--- src/rtl/vram_pkg.sv ---
// Shared VRAM constants, pixel type and arbiter state encoding.
package vram_pkg;

  localparam int DEF_ADDR_W   = 19;
  localparam int DEF_DATA_W   = 12;
  localparam int DEF_WQ_DEPTH = 4;

  localparam int H_ACTIVE = 640;
  localparam int V_ACTIVE = 480;

  typedef struct packed {
    logic [3:0] r;
    logic [3:0] g;
    logic [3:0] b;
  } pixel_t;

  typedef enum logic [1:0] {
    ST_IDLE = 2'd0,
    ST_RD   = 2'd1,
    ST_WR   = 2'd2
  } state_t;

  function automatic logic [15:0] max16(input logic [15:0] a, input logic [15:0] b);
    return (a > b) ? a : b;
  endfunction

endpackage

--- src/rtl/vram_port_arbiter_if.sv ---
// Bundle of display fetch, writer handshake, VRAM and statistics signals.
interface vram_port_arbiter_if #(
  parameter int ADDR_W   = vram_pkg::DEF_ADDR_W,
  parameter int DATA_W   = vram_pkg::DEF_DATA_W,
  parameter int WQ_DEPTH = vram_pkg::DEF_WQ_DEPTH
);
  localparam int CW = $clog2(WQ_DEPTH) + 1;

  logic              disp_req;
  logic [ADDR_W-1:0] disp_addr;
  logic [DATA_W-1:0] disp_data;
  logic              disp_valid;

  logic              wr_valid;
  logic              wr_ready;
  logic [ADDR_W-1:0] wr_addr;
  logic [DATA_W-1:0] wr_data;

  logic              mem_en;
  logic              mem_we;
  logic [ADDR_W-1:0] mem_addr;
  logic [DATA_W-1:0] mem_wdata;
  logic [DATA_W-1:0] mem_rdata;

  logic [CW-1:0]     wq_count;
  logic [15:0]       wr_stall_max;

  // Arbiter side
  modport slave (
    input  disp_req, disp_addr, wr_valid, wr_addr, wr_data, mem_rdata,
    output disp_data, disp_valid, wr_ready, mem_en, mem_we, mem_addr,
           mem_wdata, wq_count, wr_stall_max
  );

  // Display pipeline, writer and VRAM side
  modport master (
    output disp_req, disp_addr, wr_valid, wr_addr, wr_data, mem_rdata,
    input  disp_data, disp_valid, wr_ready, mem_en, mem_we, mem_addr,
           mem_wdata, wq_count, wr_stall_max
  );

endinterface

--- src/rtl/vram_wr_fifo.sv ---
// Circular write queue; with VRAM_RAW_FWD_EN it also exposes every entry in age order.
module vram_wr_fifo #(
  parameter int ADDR_W = 19,
  parameter int DATA_W = 12,
  parameter int DEPTH  = 4
) (
  input  logic                        clk,
  input  logic                        rst,
  input  logic                        push,
  input  logic [ADDR_W-1:0]           push_addr,
  input  logic [DATA_W-1:0]           push_data,
  input  logic                        pop,
  output logic [ADDR_W-1:0]           head_addr,
  output logic [DATA_W-1:0]           head_data,
  output logic [$clog2(DEPTH):0]      count,
  output logic                        full,
  output logic                        empty
`ifdef VRAM_RAW_FWD_EN
  ,
  output logic [DEPTH-1:0][ADDR_W-1:0] age_addr,
  output logic [DEPTH-1:0][DATA_W-1:0] age_data,
  output logic [DEPTH-1:0]             age_valid
`endif
);
  import vram_pkg::*;

  localparam int PW = $clog2(DEPTH);
  localparam int CW = PW + 1;

  logic [ADDR_W-1:0] addr_mem [DEPTH];
  logic [DATA_W-1:0] data_mem [DEPTH];
  logic [PW-1:0]     wr_ptr;
  logic [PW-1:0]     rd_ptr;

  // DEPTH is a power of two, so pointers wrap by natural overflow
  always_ff @(posedge clk or negedge rst) begin
    if (!rst) begin
      wr_ptr <= '0;
      rd_ptr <= '0;
      count  <= '0;
    end else begin
      if (push) wr_ptr <= wr_ptr + PW'(1);
      if (pop)  rd_ptr <= rd_ptr + PW'(1);
      case ({push, pop})
        2'b10:   count <= count + CW'(1);
        2'b01:   count <= count - CW'(1);
        default: count <= count;
      endcase
    end
  end

  always_ff @(posedge clk) begin
    if (push) begin
      addr_mem[wr_ptr] <= push_addr;
      data_mem[wr_ptr] <= push_data;
    end
  end

  assign head_addr = addr_mem[rd_ptr];
  assign head_data = data_mem[rd_ptr];
  assign full      = (count == CW'(DEPTH));
  assign empty     = (count == '0);

`ifdef VRAM_RAW_FWD_EN
  // Index 0 is the oldest entry, DEPTH-1 the newest possible
  for (genvar i = 0; i < DEPTH; i++) begin : g_age
    assign age_addr[i]  = addr_mem[rd_ptr + PW'(i)];
    assign age_data[i]  = data_mem[rd_ptr + PW'(i)];
    assign age_valid[i] = (CW'(i) < count);
  end
`endif

endmodule

--- src/rtl/vram_port_arbiter.sv ---
// Display-priority VRAM arbiter with buffered writer and stall statistic.
// Optional read-after-write forwarding from the queue: define VRAM_RAW_FWD_EN.
module vram_port_arbiter #(
  parameter int ADDR_W   = vram_pkg::DEF_ADDR_W,
  parameter int DATA_W   = vram_pkg::DEF_DATA_W,
  parameter int WQ_DEPTH = vram_pkg::DEF_WQ_DEPTH
) (
  input logic                clk,
  input logic                rst,
  vram_port_arbiter_if.slave bus
);
  import vram_pkg::*;

  localparam int CW = $clog2(WQ_DEPTH) + 1;

  state_t            state;
  state_t            next_state;
  logic              push;
  logic              pop;
  logic              fifo_full;
  logic              fifo_empty;
  logic [CW-1:0]     count;
  logic [ADDR_W-1:0] head_addr;
  logic [DATA_W-1:0] head_data;
  logic [15:0]       cur_stall;
  logic [15:0]       cur_stall_next;

`ifdef VRAM_RAW_FWD_EN
  logic [WQ_DEPTH-1:0][ADDR_W-1:0] age_addr;
  logic [WQ_DEPTH-1:0][DATA_W-1:0] age_data;
  logic [WQ_DEPTH-1:0]             age_valid;
  logic                            fwd_hit;
  logic [DATA_W-1:0]               fwd_data;
  logic                            fwd_hit_q;
  logic [DATA_W-1:0]               fwd_data_q;
`endif

  vram_wr_fifo #(
    .ADDR_W (ADDR_W),
    .DATA_W (DATA_W),
    .DEPTH  (WQ_DEPTH)
  ) u_fifo (
    .clk       (clk),
    .rst       (rst),
    .push      (push),
    .push_addr (bus.wr_addr),
    .push_data (bus.wr_data),
    .pop       (pop),
    .head_addr (head_addr),
    .head_data (head_data),
    .count     (count),
    .full      (fifo_full),
    .empty     (fifo_empty)
`ifdef VRAM_RAW_FWD_EN
    ,
    .age_addr  (age_addr),
    .age_data  (age_data),
    .age_valid (age_valid)
`endif
  );

  // Display always wins; the queue only drains in cycles with no fetch
  always_comb begin
    next_state = ST_IDLE;
    if (bus.disp_req)     next_state = ST_RD;
    else if (!fifo_empty) next_state = ST_WR;
  end

  assign bus.wr_ready = rst && !fifo_full;
  assign push         = bus.wr_valid && bus.wr_ready;
  assign pop          = rst && (next_state == ST_WR);
  assign bus.wq_count = count;

  always_comb begin
    bus.mem_en    = 1'b0;
    bus.mem_we    = 1'b0;
    bus.mem_addr  = '0;
    bus.mem_wdata = '0;
    if (rst) begin
      case (next_state)
        ST_RD: begin
          bus.mem_en   = 1'b1;
          bus.mem_addr = bus.disp_addr;
        end
        ST_WR: begin
          bus.mem_en    = 1'b1;
          bus.mem_we    = 1'b1;
          bus.mem_addr  = head_addr;
          bus.mem_wdata = head_data;
        end
        default: ;
      endcase
    end
  end

`ifdef VRAM_RAW_FWD_EN
  // Later (newer) matches override earlier ones
  always_comb begin
    fwd_hit  = 1'b0;
    fwd_data = '0;
    if (next_state == ST_RD) begin
      for (int i = 0; i < WQ_DEPTH; i++) begin
        if (age_valid[i] && (age_addr[i] == bus.disp_addr)) begin
          fwd_hit  = 1'b1;
          fwd_data = age_data[i];
        end
      end
    end
  end
`endif

  // A registered RD state means VRAM data arrives this cycle
  always_ff @(posedge clk or negedge rst) begin
    if (!rst) begin
      state          <= ST_IDLE;
      bus.disp_valid <= 1'b0;
      bus.disp_data  <= '0;
`ifdef VRAM_RAW_FWD_EN
      fwd_hit_q      <= 1'b0;
      fwd_data_q     <= '0;
`endif
    end else begin
      state          <= next_state;
      bus.disp_valid <= (state == ST_RD);
`ifdef VRAM_RAW_FWD_EN
      fwd_hit_q      <= fwd_hit;
      fwd_data_q     <= fwd_data;
      if (state == ST_RD) bus.disp_data <= fwd_hit_q ? fwd_data_q : bus.mem_rdata;
`else
      if (state == ST_RD) bus.disp_data <= bus.mem_rdata;
`endif
    end
  end

  always_comb begin
    cur_stall_next = cur_stall;
    if (pop)
      cur_stall_next = '0;
    else if (!fifo_empty && (cur_stall != 16'hFFFF))
      cur_stall_next = cur_stall + 16'd1;
  end

  always_ff @(posedge clk or negedge rst) begin
    if (!rst) begin
      cur_stall        <= '0;
      bus.wr_stall_max <= '0;
    end else begin
      cur_stall        <= cur_stall_next;
      bus.wr_stall_max <= max16(bus.wr_stall_max, cur_stall_next);
    end
  end

endmodule

--- src/flat_wrapper.sv ---
// flat-port wrapper written by rule: the top's interface ports become plain ports
module vram_port_arbiter_flat import vram_pkg::*;
#(
  parameter int ADDR_W   = vram_pkg::DEF_ADDR_W,
  parameter int DATA_W   = vram_pkg::DEF_DATA_W,
  parameter int WQ_DEPTH = vram_pkg::DEF_WQ_DEPTH
)
  (clk, rst, bus_disp_req, bus_disp_addr, bus_wr_valid, bus_wr_addr, bus_wr_data, bus_mem_rdata, bus_disp_data, bus_disp_valid, bus_wr_ready, bus_mem_en, bus_mem_we, bus_mem_addr, bus_mem_wdata, bus_wq_count, bus_wr_stall_max);
  vram_port_arbiter_if #(.ADDR_W(ADDR_W), .DATA_W(DATA_W), .WQ_DEPTH(WQ_DEPTH)) bus_i ();
  input logic clk;
  input logic rst;
  input wire logic [$bits(bus_i.disp_req)-1:0] bus_disp_req;
  input wire logic [$bits(bus_i.disp_addr)-1:0] bus_disp_addr;
  input wire logic [$bits(bus_i.wr_valid)-1:0] bus_wr_valid;
  input wire logic [$bits(bus_i.wr_addr)-1:0] bus_wr_addr;
  input wire logic [$bits(bus_i.wr_data)-1:0] bus_wr_data;
  input wire logic [$bits(bus_i.mem_rdata)-1:0] bus_mem_rdata;
  output wire logic [$bits(bus_i.disp_data)-1:0] bus_disp_data;
  output wire logic [$bits(bus_i.disp_valid)-1:0] bus_disp_valid;
  output wire logic [$bits(bus_i.wr_ready)-1:0] bus_wr_ready;
  output wire logic [$bits(bus_i.mem_en)-1:0] bus_mem_en;
  output wire logic [$bits(bus_i.mem_we)-1:0] bus_mem_we;
  output wire logic [$bits(bus_i.mem_addr)-1:0] bus_mem_addr;
  output wire logic [$bits(bus_i.mem_wdata)-1:0] bus_mem_wdata;
  output wire logic [$bits(bus_i.wq_count)-1:0] bus_wq_count;
  output wire logic [$bits(bus_i.wr_stall_max)-1:0] bus_wr_stall_max;
  assign bus_i.disp_req = bus_disp_req;
  assign bus_i.disp_addr = bus_disp_addr;
  assign bus_i.wr_valid = bus_wr_valid;
  assign bus_i.wr_addr = bus_wr_addr;
  assign bus_i.wr_data = bus_wr_data;
  assign bus_i.mem_rdata = bus_mem_rdata;
  assign bus_disp_data = bus_i.disp_data;
  assign bus_disp_valid = bus_i.disp_valid;
  assign bus_wr_ready = bus_i.wr_ready;
  assign bus_mem_en = bus_i.mem_en;
  assign bus_mem_we = bus_i.mem_we;
  assign bus_mem_addr = bus_i.mem_addr;
  assign bus_mem_wdata = bus_i.mem_wdata;
  assign bus_wq_count = bus_i.wq_count;
  assign bus_wr_stall_max = bus_i.wr_stall_max;
  vram_port_arbiter #(.ADDR_W(ADDR_W), .DATA_W(DATA_W), .WQ_DEPTH(WQ_DEPTH)) u_core (.clk(clk), .rst(rst), .bus(bus_i));
endmodule
--- config.mk ---
export PLATFORM = sky130hd
export DESIGN_NAME = vram_port_arbiter_flat
export DESIGN_NICKNAME = d
export VERILOG_FILES = /design/src/rtl/vram_pkg.sv /design/src/rtl/vram_port_arbiter_if.sv /design/src/rtl/vram_wr_fifo.sv /design/src/rtl/vram_port_arbiter.sv /design/src/flat_wrapper.sv
export SDC_FILE = /design/constraint.sdc
export NUM_CORES = 1
export LEC_CHECK = 0
export ABC_CLOCK_PERIOD_IN_PS = 3670
export CORE_ASPECT_RATIO = 1.4
export CORE_MARGIN = 10
export CORE_UTILIZATION = 43
export CTS_CLUSTER_SIZE = 24
export DETAILED_ROUTE_END_ITERATION = 6
export PLACE_DENSITY = 0.7
export REMOVE_ABC_BUFFERS = 1
export SYNTH_ARGS = -nofsm -noshare
export SYNTH_HDL_FRONTEND = slang
export SYNTH_SLANG_ARGS = --single-unit
--- constraint.sdc ---
create_clock -name clk -period 3.67 [get_ports clk]
set_input_delay 0.734 -clock clk [delete_from_list [all_inputs] [get_ports clk]]
set_output_delay 0.734 -clock clk [all_outputs]
set_load 0.05 [all_outputs]
# Word level (Yosys, flattened, before mapping)
# Memories as Yosys holds them, arrays and structs flattened.
# Cells that the tools add are included.
# classes
add_sub_neg	5
order_cmp	1
eq_ne	7
n_mux	15
reduce_logical	9
# ops
op	count
$pmux 19 s2	1
$mux 16	2
$mux 12	2
$mux 19	1
$add 16x1->16 const B	1
$gt 16x16->1	1
$ne 16x16->1 const B	1
$eq 2x1->1 const B	3
$mux 1	6
$pmux 3 s2	1
$add 2x1->2 const B	2
$eq 2x2->1 const B	2
$logic_and 1x1->1	4
$mux 2	2
$add 3x1->3 const B	1
$eq 3x3->1 const B	1
$logic_not 3->1	1
$sub 3x1->3 const B	1
$logic_not 1->1	2
$reduce_bool 2->1	1
$reduce_or 2->1	1
# word_totals
ff_bits	54
ram_bits	124
out_inout_bits	66
wordCells	47
mem_count	2
# mem_list
memory	depth	width	rd	rd_clocked_by_memory_dff	wr	line_no	rtl
u_core.u_fifo.addr_mem	4	19	1	0	1	vram_wr_fifo.sv:30	logic [ADDR_W-1:0] addr_mem [DEPTH];
u_core.u_fifo.data_mem	4	12	1	0	1	vram_wr_fifo.sv:31	logic [DATA_W-1:0] data_mem [DEPTH];

# Depth between registers and ports, before layout
# Gate-level depths: netlist (run 1).
# logic_depth
ltp_word	7
depth_mapped	14
depth_no_buf	12

# Cells and area by module
# From an unflattened synthesis (run 1), not the netlist that was laid out.
# unflattened
cells_unflattened	463
area_unflattened_um2	7717.4
# modules_own_cells
mod	instances	cells_per_inst	area_each_um2
vram_wr_fifo	1	199	4913.5
vram_port_arbiter	1	264	2803.9

# Worst setup path before layout (run 1)
# OpenSTA, ideal clock, no wires.
# synth_path
path_type	register -> register
start	reg u_core.u_fifo.count[1]
end	reg u_core.bus.wr_stall_max[10] (netlist bit)
setup_time_ps	125
t_arrival_ps	3679
t_required_ps	3545
path_slack_ps	-134
stages_incl_launch_ff	13
period_less_slack_ps	3804
path_cell_list	dfrtp_1 -> or3_4 -> buf_2 -> and4_1 -> and4_1 -> a211oi_2 -> inv_1 -> ha_1 -> nand4_1 -> a2111o_1 -> a31oi_2 -> buf_2 -> mux2_2
# synth_between
elab_chain_cells	7
word_cells_on_any_way	10
cone_classes	order compare: 1; eq/ne: 1; mux: 4; reduce/logical: 4
# synth_lines
element	line_no	rtl
start, declared	vram_wr_fifo.sv:15	output logic [$clog2(DEPTH):0] count,
start signal, assigned	vram_wr_fifo.sv:45	2'b10: count <= count + CW'(1);
start signal, assigned	vram_wr_fifo.sv:46	2'b01: count <= count - CW'(1);
start signal, assigned	vram_wr_fifo.sv:47	default: count <= count;
$logic_not 3->1 *	vram_wr_fifo.sv:62	assign empty = (count == '0);
$mux 2	vram_port_arbiter.sv:66	else if (!fifo_empty) next_state = ST_WR;
$mux 2	vram_port_arbiter.sv:65	if (bus.disp_req) next_state = ST_RD;
$eq 2x2->1	vram_port_arbiter.sv:71	assign pop = rst && (next_state == ST_WR);
$logic_and 1x1->1	vram_port_arbiter.sv:71	
$mux 16 *	vram_port_arbiter.sv:137	if (pop)
named net u_core.cur_stall_next[15]	vram_port_arbiter.sv:26	logic [15:0] cur_stall_next;
$gt 16x16->1 *	vram_pkg.sv:24	return (a > b) ? a : b;
end signal, assigned	vram_port_arbiter.sv:149	bus.wr_stall_max <= max16(bus.wr_stall_max, cur_stall_next);
end, declared	vram_port_arbiter_if.sv:32	mem_wdata, wq_count, wr_stall_max
# The timed path passes the listed nets; every way through them passes the cells marked *.
# A chain may end at the register's enable or synchronous reset.

# Final worst setup path (run 1)
# layout_path
start	reg u_core.u_fifo.count[1]
end	reg u_core.bus.wr_stall_max[5] (netlist bit)
# layout_between
elab_chain_cells	7
word_cells_on_any_way	10
cone_classes	order compare: 1; eq/ne: 1; mux: 4; reduce/logical: 4
# layout_lines
element	line_no
$logic_not 3->1 *	vram_wr_fifo.sv:62
$mux 2	vram_port_arbiter.sv:66
$mux 2	vram_port_arbiter.sv:65
$eq 2x2->1	vram_port_arbiter.sv:71
$logic_and 1x1->1	vram_port_arbiter.sv:71
$mux 16 *	vram_port_arbiter.sv:137
$gt 16x16->1	vram_pkg.sv:24
# Mark *: on every way between the ends. The rest lies on a longest branch, timed or not.

==> impl_metrics.yaml, run 1 <==
run_status:
  status: "complete, no violations"
job:
  maxCapViolations: 0
global_route:
  antenna_found_initial: 1
  grt_first_pass_wirelength_um: 27300
  grt_max_degree: 55
  grt_pass1_vias: 5069
  grt_use_total: 0.148
  gr-total-overflow: 0
pwr:
  power_mw: 7.34
  combinationalPowerShare: 0.400
  p_leak_nw: 3.87
  power.net_switching_mw: 2.60
  power_density_nw_per_um2: 716
  power.share.sequential: 0.359
  netSwitchingFraction: 0.354
  peakVddDrop_uv: 373
  p_int_mw: 4.74
  pwr-share-clk: 0.241
placed_design:
  place_area_um2: 9650
  place_hpwl_um: 12000
  io_buffer_count: 131
  place.gp.congestion: 0.872
  post-place-ws_ns: -0.218
sta:
  finalCriticalPeriod_ns: 3.52
  max_slew.worst_pin.slew_ns: 1.03
  hold_ws_ns: 0.509
  relSlewSlack: 0.311
  final.setup.tns_ns: 0
  fin_crit_sh: 0.960
  rsz0062_at_grt: "no"
  slew_violations: 0
  finalHoldViolCount: 0
  finalSetupViolations: 0
  fin_skew_ns: 0.00939
  timing.final.ws_setup_ns: 0.145
  fmax_mhz: 284
yosys:
  ys_seq_area_frac: 0.664
  syn_area_um2: 7640
  synthArstFlopShare: 0.303
  synth_edf_count: 124
  ys_seq_elements: 178
  syn_avg_cell_area_um2: 16.8
  ys_warn_count: 0
  synthCells: 456
  synth_cell_type_count: 56
  synth-main-ff-cell: "edfxtp_1"
finish:
  area.growth.synth_to_final_pct: 34.3
  layout_commonest_cell: "edfxtp_1"
  num-nets-final: 698
  antenna_cells: 0
  drive_above_1_share: 0.267
  design_area_um2: 10300
  layout_common_cells: "124 x edfxtp_1, 98 x clkdlybuf4s50_1, 51 x dfrtp_1, 33 x buf_12, 31 x mux4_2"
die:
  die_area_um2: 23600
  die_y_um: 178
  io-pin-count: 132
  fp.dieW_um: 133
  start_util: 0.439
  core_um2: 17400
  rows: 57
worst_setup_path:
  arrival_ns: 3.84
  cp-end-kind: "flop"
  crit_path_max_fanout: 12
  cp.required_ns: 3.98
  critPathKind: "reg -> reg"
  cp-start-kind: "flop"
route:
  first_pass_iters: 5
  drtIter0Drc: 390
  ant_nets: 0
  wl_per_cell_um: 20.2
  wirelength_um: 17300
  vias: 4599
  vias_per_cell: 5.36
  drc_errors: 0
min_path:
  hold_path_class: "in -> async"
clock_tree:
  cts_root_buf: "clkbuf_16"
  hold_buffers: 0
  cts.sinks: 178
  numCtsBuffers: 17
  h-tree-depth: 4
  clock_latency_ns: 0.43
  clock_path_buffers: 2
  cts_tree: "done"
  cts.clk_slew.worst_paths_ns: 0.07
[timing repair]
action,4_1_cts,5_1_grt
setup endpoints to repair,0,16
setup buffers,0,0
gates resized for setup,0,6
[power by group through the flow]
stage                     logic [mW]  registers (mW)  clock network [mW]
final                           2.94            2.64                1.77
after global routing            3.11            2.68                1.89
after CTS                       2.92            2.64                1.81
after detailed placement        2.90            2.68                   0
after global placement          2.87            2.66                   0
after floorplan                 1.43            3.01                   0
[flip-flops by register name, indices dropped and copies added (netlist names)]
name,flops
u_core.cur_stall,16
u_core.u_fifo.addr_mem,76
u_core.u_fifo.rd_ptr,2
u_core.bus.disp_data,12
u_core.u_fifo.count,3
u_core.state,2
u_core.u_fifo.wr_ptr,2
u_core.u_fifo.data_mem,48
u_core.bus.disp_valid,1
u_core.bus.wr_stall_max,16
[metrics by stage]
step | std cells | util
6_report | 858 | 0.590
5_1_grt | 858 | 0.590
4_1_cts | 858 | 0.588
3_5_place_dp | 826 | 0.555
3_3_place_gp | 826 | 0.555
2_1_floorplan | 440 | -
[cells in the mapped netlist (all sizes together), types with 5 or more instances]
cell type / n / area (µm²)
and3: 6 / 37.5
a21oi: 10 / 50.1
and2: 17 / 109
buf: 7 / 40.0
clkbuf: 9 / 33.8
dfrtp: 54 / 1350
nand4: 9 / 77.6
nand2: 12 / 45.0
or4: 6 / 45.0
a22o: 19 / 166
nor3: 6 / 35.0
ha: 22 / 275
o21ai: 5 / 25.0
mux2: 28 / 315
mux4: 31 / 698
inv: 25 / 93.8
edfxtp: 124 / 3720
nor2: 11 / 41.3
nand3: 7 / 47.6
[critical path, cell delays in order, from the launching register on]
cell and delay (ns):
dfrtp_1 0.44, or3_4 0.50, nand3_4 0.12, inv_2 0.07
or4_1 0.49, and2_1 0.19, ha_1 0.30, nand4_1 0.16
a2111o_1 0.42, a31oi_4 0.21, buf_6 0.18, mux2_2 0.35
[cell type report]
type / instances / area (µm²)
Clock inverter: 14 / 159
Inverter: 25 / 93.8
Timing Repair Buffer: 150 / 1790
Sequential cell: 178 / 5080
Multi-Input combinational cell: 237 / 2420
Fill cell: 1343 / 7140
Clock buffer: 18 / 429
Tap cell: 236 / 295
[cell families after synthesis]
| group | synth area share |
|---|---|
| xor+xnor | 0.00803 |
| buf+inv | 0.0219 |
| compound gates | 0.0614 |
| flops | 0.664 |
| fa+ha+maj | 0.0387 |
| simple gates | 0.0716 |
| mux | 0.134 |
[final timing paths]
kind / from / endpoint / slack, ns / cells after the start
setup / recovery: u_core.u_fifo.count[1] / u_core.bus.wr_stall_max[5] / 0.15 / 11
hold / removal: rst / u_core.bus.disp_data[3] / 0.51 / 2
setup reg to reg: u_core.u_fifo.count[1] / u_core.bus.wr_stall_max[5] / 0.15 / 11
hold reg to reg: u_core.bus.disp_data[4] / u_core.bus.disp_data[4] / 0.51 / 1
max in group asynchronous: rst / u_core.cur_stall[4] / 2.69 / 2
min in group clk: u_core.bus.disp_data[4] / u_core.bus.disp_data[4] / 0.51 / 1
[layer usage]
| layer | share of wire | GRT usage | vias up |
|---|---|---|---|
| li1 | - | - | 2118 |
| met1 | 0.37 | 0.156 | 2341 |
| met5 | 0.00075 | 0 | - |
| met4 | 0.011 | 0.0556 | 2 |
| met3 | 0.065 | 0.0509 | 16 |
| met2 | 0.55 | 0.268 | 122 |
Note: power is estimated with default switching activity, not from simulation.
==> inputs of run 2 (changes only) <==
Settings changed: PLACE_DENSITY 0.7 to 0.73.
==> run 2 against run 1 <==
Global-route usage is essentially flat. Worst hold slack got worse by 0.012 ns. Die area did not move. First-iteration DRC count shrank 57%. Non-clock buffer count rose by 11. Clock power rose by 2%. Design area is 1.6% higher. Critical endpoint is now u_core.bus.wr_stall_max[9]. Largest cell class unchanged. Highest routed layer is now met4.
==> impl_metrics.yaml, run 2 (synthesized netlist as in run 1, its figures left out) <==
clock_tree:
  numCtsBuffers: 17
  h-tree-depth: 4
  cts_tree: "done"
  clock_latency_ns: 0.42
  cts.sinks: 178
  cts_root_buf: "clkbuf_16"
  clock_path_buffers: 2
  cts.clk_slew.worst_paths_ns: 0.07
die:
  core_um2: 17400
  die_area_um2: 23600
  die_y_um: 178
  rows: 57
  start_util: 0.439
  io-pin-count: 132
  fp.dieW_um: 133
global_route:
  gr-total-overflow: 0
  grt_pass1_vias: 5101
  globalRoute.busiestLayer: "met2"
  antenna_found_initial: 0
  grt_max_degree: 56
  grt_use_total: 0.148
  grt_first_pass_wirelength_um: 27200
  use_met2: 0.270
  grtUsageMet1: 0.155
  use_met3: 0.0498
sta:
  fin_skew_ns: 0.00910
  fin_crit_sh: 0.939
  finalCriticalPeriod_ns: 3.45
  slew_violations: 0
  fmax_mhz: 290
  final.setup.tns_ns: 0
  hold_ws_ns: 0.497
  relSlewSlack: 0.344
  max_slew.worst_pin.slew_ns: 0.982
  rsz0062_at_grt: "no"
  finalHoldViolCount: 0
  finalSetupViolations: 0
finish:
  largest_reg_flops: 76
  drive_above_1_share: 0.284
  reg.largest.list: "u_core.u_fifo.addr_mem x76, u_core.u_fifo.data_mem x48"
  antenna_cells: 0
  final_core_utilization: 0.599
  fillers: 1348
  top_register: "u_core.u_fifo.addr_mem"
  design_area_um2: 10400
  layout_common_cells: "124 x edfxtp_1, 96 x clkdlybuf4s50_1, 51 x dfrtp_1, 38 x buf_12, 31 x mux4_2"
  area.growth.synth_to_final_pct: 36.5
  num-nets-final: 709
  layout_commonest_cell: "edfxtp_1"
worst_setup_path:
  crit_family: "simple AND/OR/NAND/NOR gates"
  slowest_stage: "or4_1"
  critPathKind: "reg -> reg"
  slowest_delay_ns: 0.49
  cp-start-kind: "flop"
  cp-end-kind: "flop"
  cp.required_ns: 3.97
  path_buf_inv: 2
  path_cells: "or3_4 > nand3_4 > inv_2 > or4_1 > and2_1 > ha_1 > nand4_1 > a2111o_1 > a31oi_4 > buf_4 > mux2_2"
  crit_path_max_fanout: 6
  arrival_ns: 3.75
pwr:
  peakVddDrop_uv: 430
  power_density_nw_per_um2: 714
  p_leak_nw: 3.96
job:
  maxCapViolations: 0
route:
  wirelength_um: 17300
  wl_per_cell_um: 20.0
  drc_errors: 0
  first_pass_iters: 4
  vias_per_cell: 5.35
  ant_nets: 0
  vias: 4649
  drtIter0Drc: 167
placed_design:
  place_area_um2: 9770
  place_hpwl_um: 12100
  io_buffer_count: 131
  place.gp.congestion: 0.838
run_status:
  status: "complete, no violations"
min_path:
  hold_path_class: "in -> async"
## run 2: cell types whose count changed in the layout (fill, tap and decap cells not counted)
| cell | change |
|---|---|
| a221oi_1 | -1 |
| a221oi_2 | +1 |
| buf_12 | +5 |
| buf_4 | +10 |
| buf_6 | -2 |
| bufinv_16 | +1 |
| clkbuf_1 | -1 |
| clkdlybuf4s50_1 | -2 |
| clkinv_1 | +1 |
| clkinv_4 | +2 |
| clkinvlp_4 | -1 |
| inv_6 | -3 |
| inv_8 | +1 |
## run 2: worst paths after layout
check                                              from                         end  slack (ns)  depth (start not counted)
worst max-delay path             u_core.u_fifo.count[2]  u_core.bus.wr_stall_max[9]        0.22                         11
worst min-delay path                                rst     u_core.bus.disp_data[1]        0.50                          2
worst max register to register   u_core.u_fifo.count[2]  u_core.bus.wr_stall_max[9]        0.22                         11
worst min register to register  u_core.bus.disp_data[3]     u_core.bus.disp_data[3]        0.51                          1
max in group asynchronous                           rst         u_core.cur_stall[5]        2.68                          2
min in group clk                u_core.bus.disp_data[3]     u_core.bus.disp_data[3]        0.51                          1
## run 2: per-layer routing
layer	routed length (µm)	share of wire
met5	0	0
met4	370	0.021
met3	1110	0.064
met2	9450	0.54
met1	6420	0.37
## run 2: final cells by class
type,count,area [µm²],share of cell area
sequential,178,5080,0.487
clock inverter,15,188,0.0180
clock buffer,17,425,0.0408
inverter,25,93.8,0.00900
multi-input combinational,237,2420,0.232
tap,236,295,0.0283
timing repair buffer,161,1920,0.184
## run 2: through the flow
| step | cells | worst slack [ns] | total power, mW |
|---|---|---|---|
| 3_3_place_gp | 836 | -0.119 | 5.57 |
| 6_report | 869 | 0.224 | 7.44 |
| 3_5_place_dp | 836 | -0.206 | 5.66 |
| 2_1_floorplan | 440 | -0.499 | 4.44 |
| 5_1_grt | 869 | 0.00689 | 7.78 |
| 4_1_cts | 868 | 0.0841 | 7.49 |
## run 2: where the power goes
part | total [mW] | leakage [nW] | internal [mW] | switching (mW)
Combinational | 2.98 | 1.85 | 1.43 | 1.55
Sequential | 2.65 | 1.82 | 2.45 | 0.204
Clock | 1.81 | 0.298 | 0.980 | 0.828
## run 2: timing repair
item / 4_1_cts / 5_1_grt
endpoints found under the setup margin: 0 / 16
hold buffers: 0 / 0
gates resized for setup: 0 / 5
buffers inserted: 0 / 1
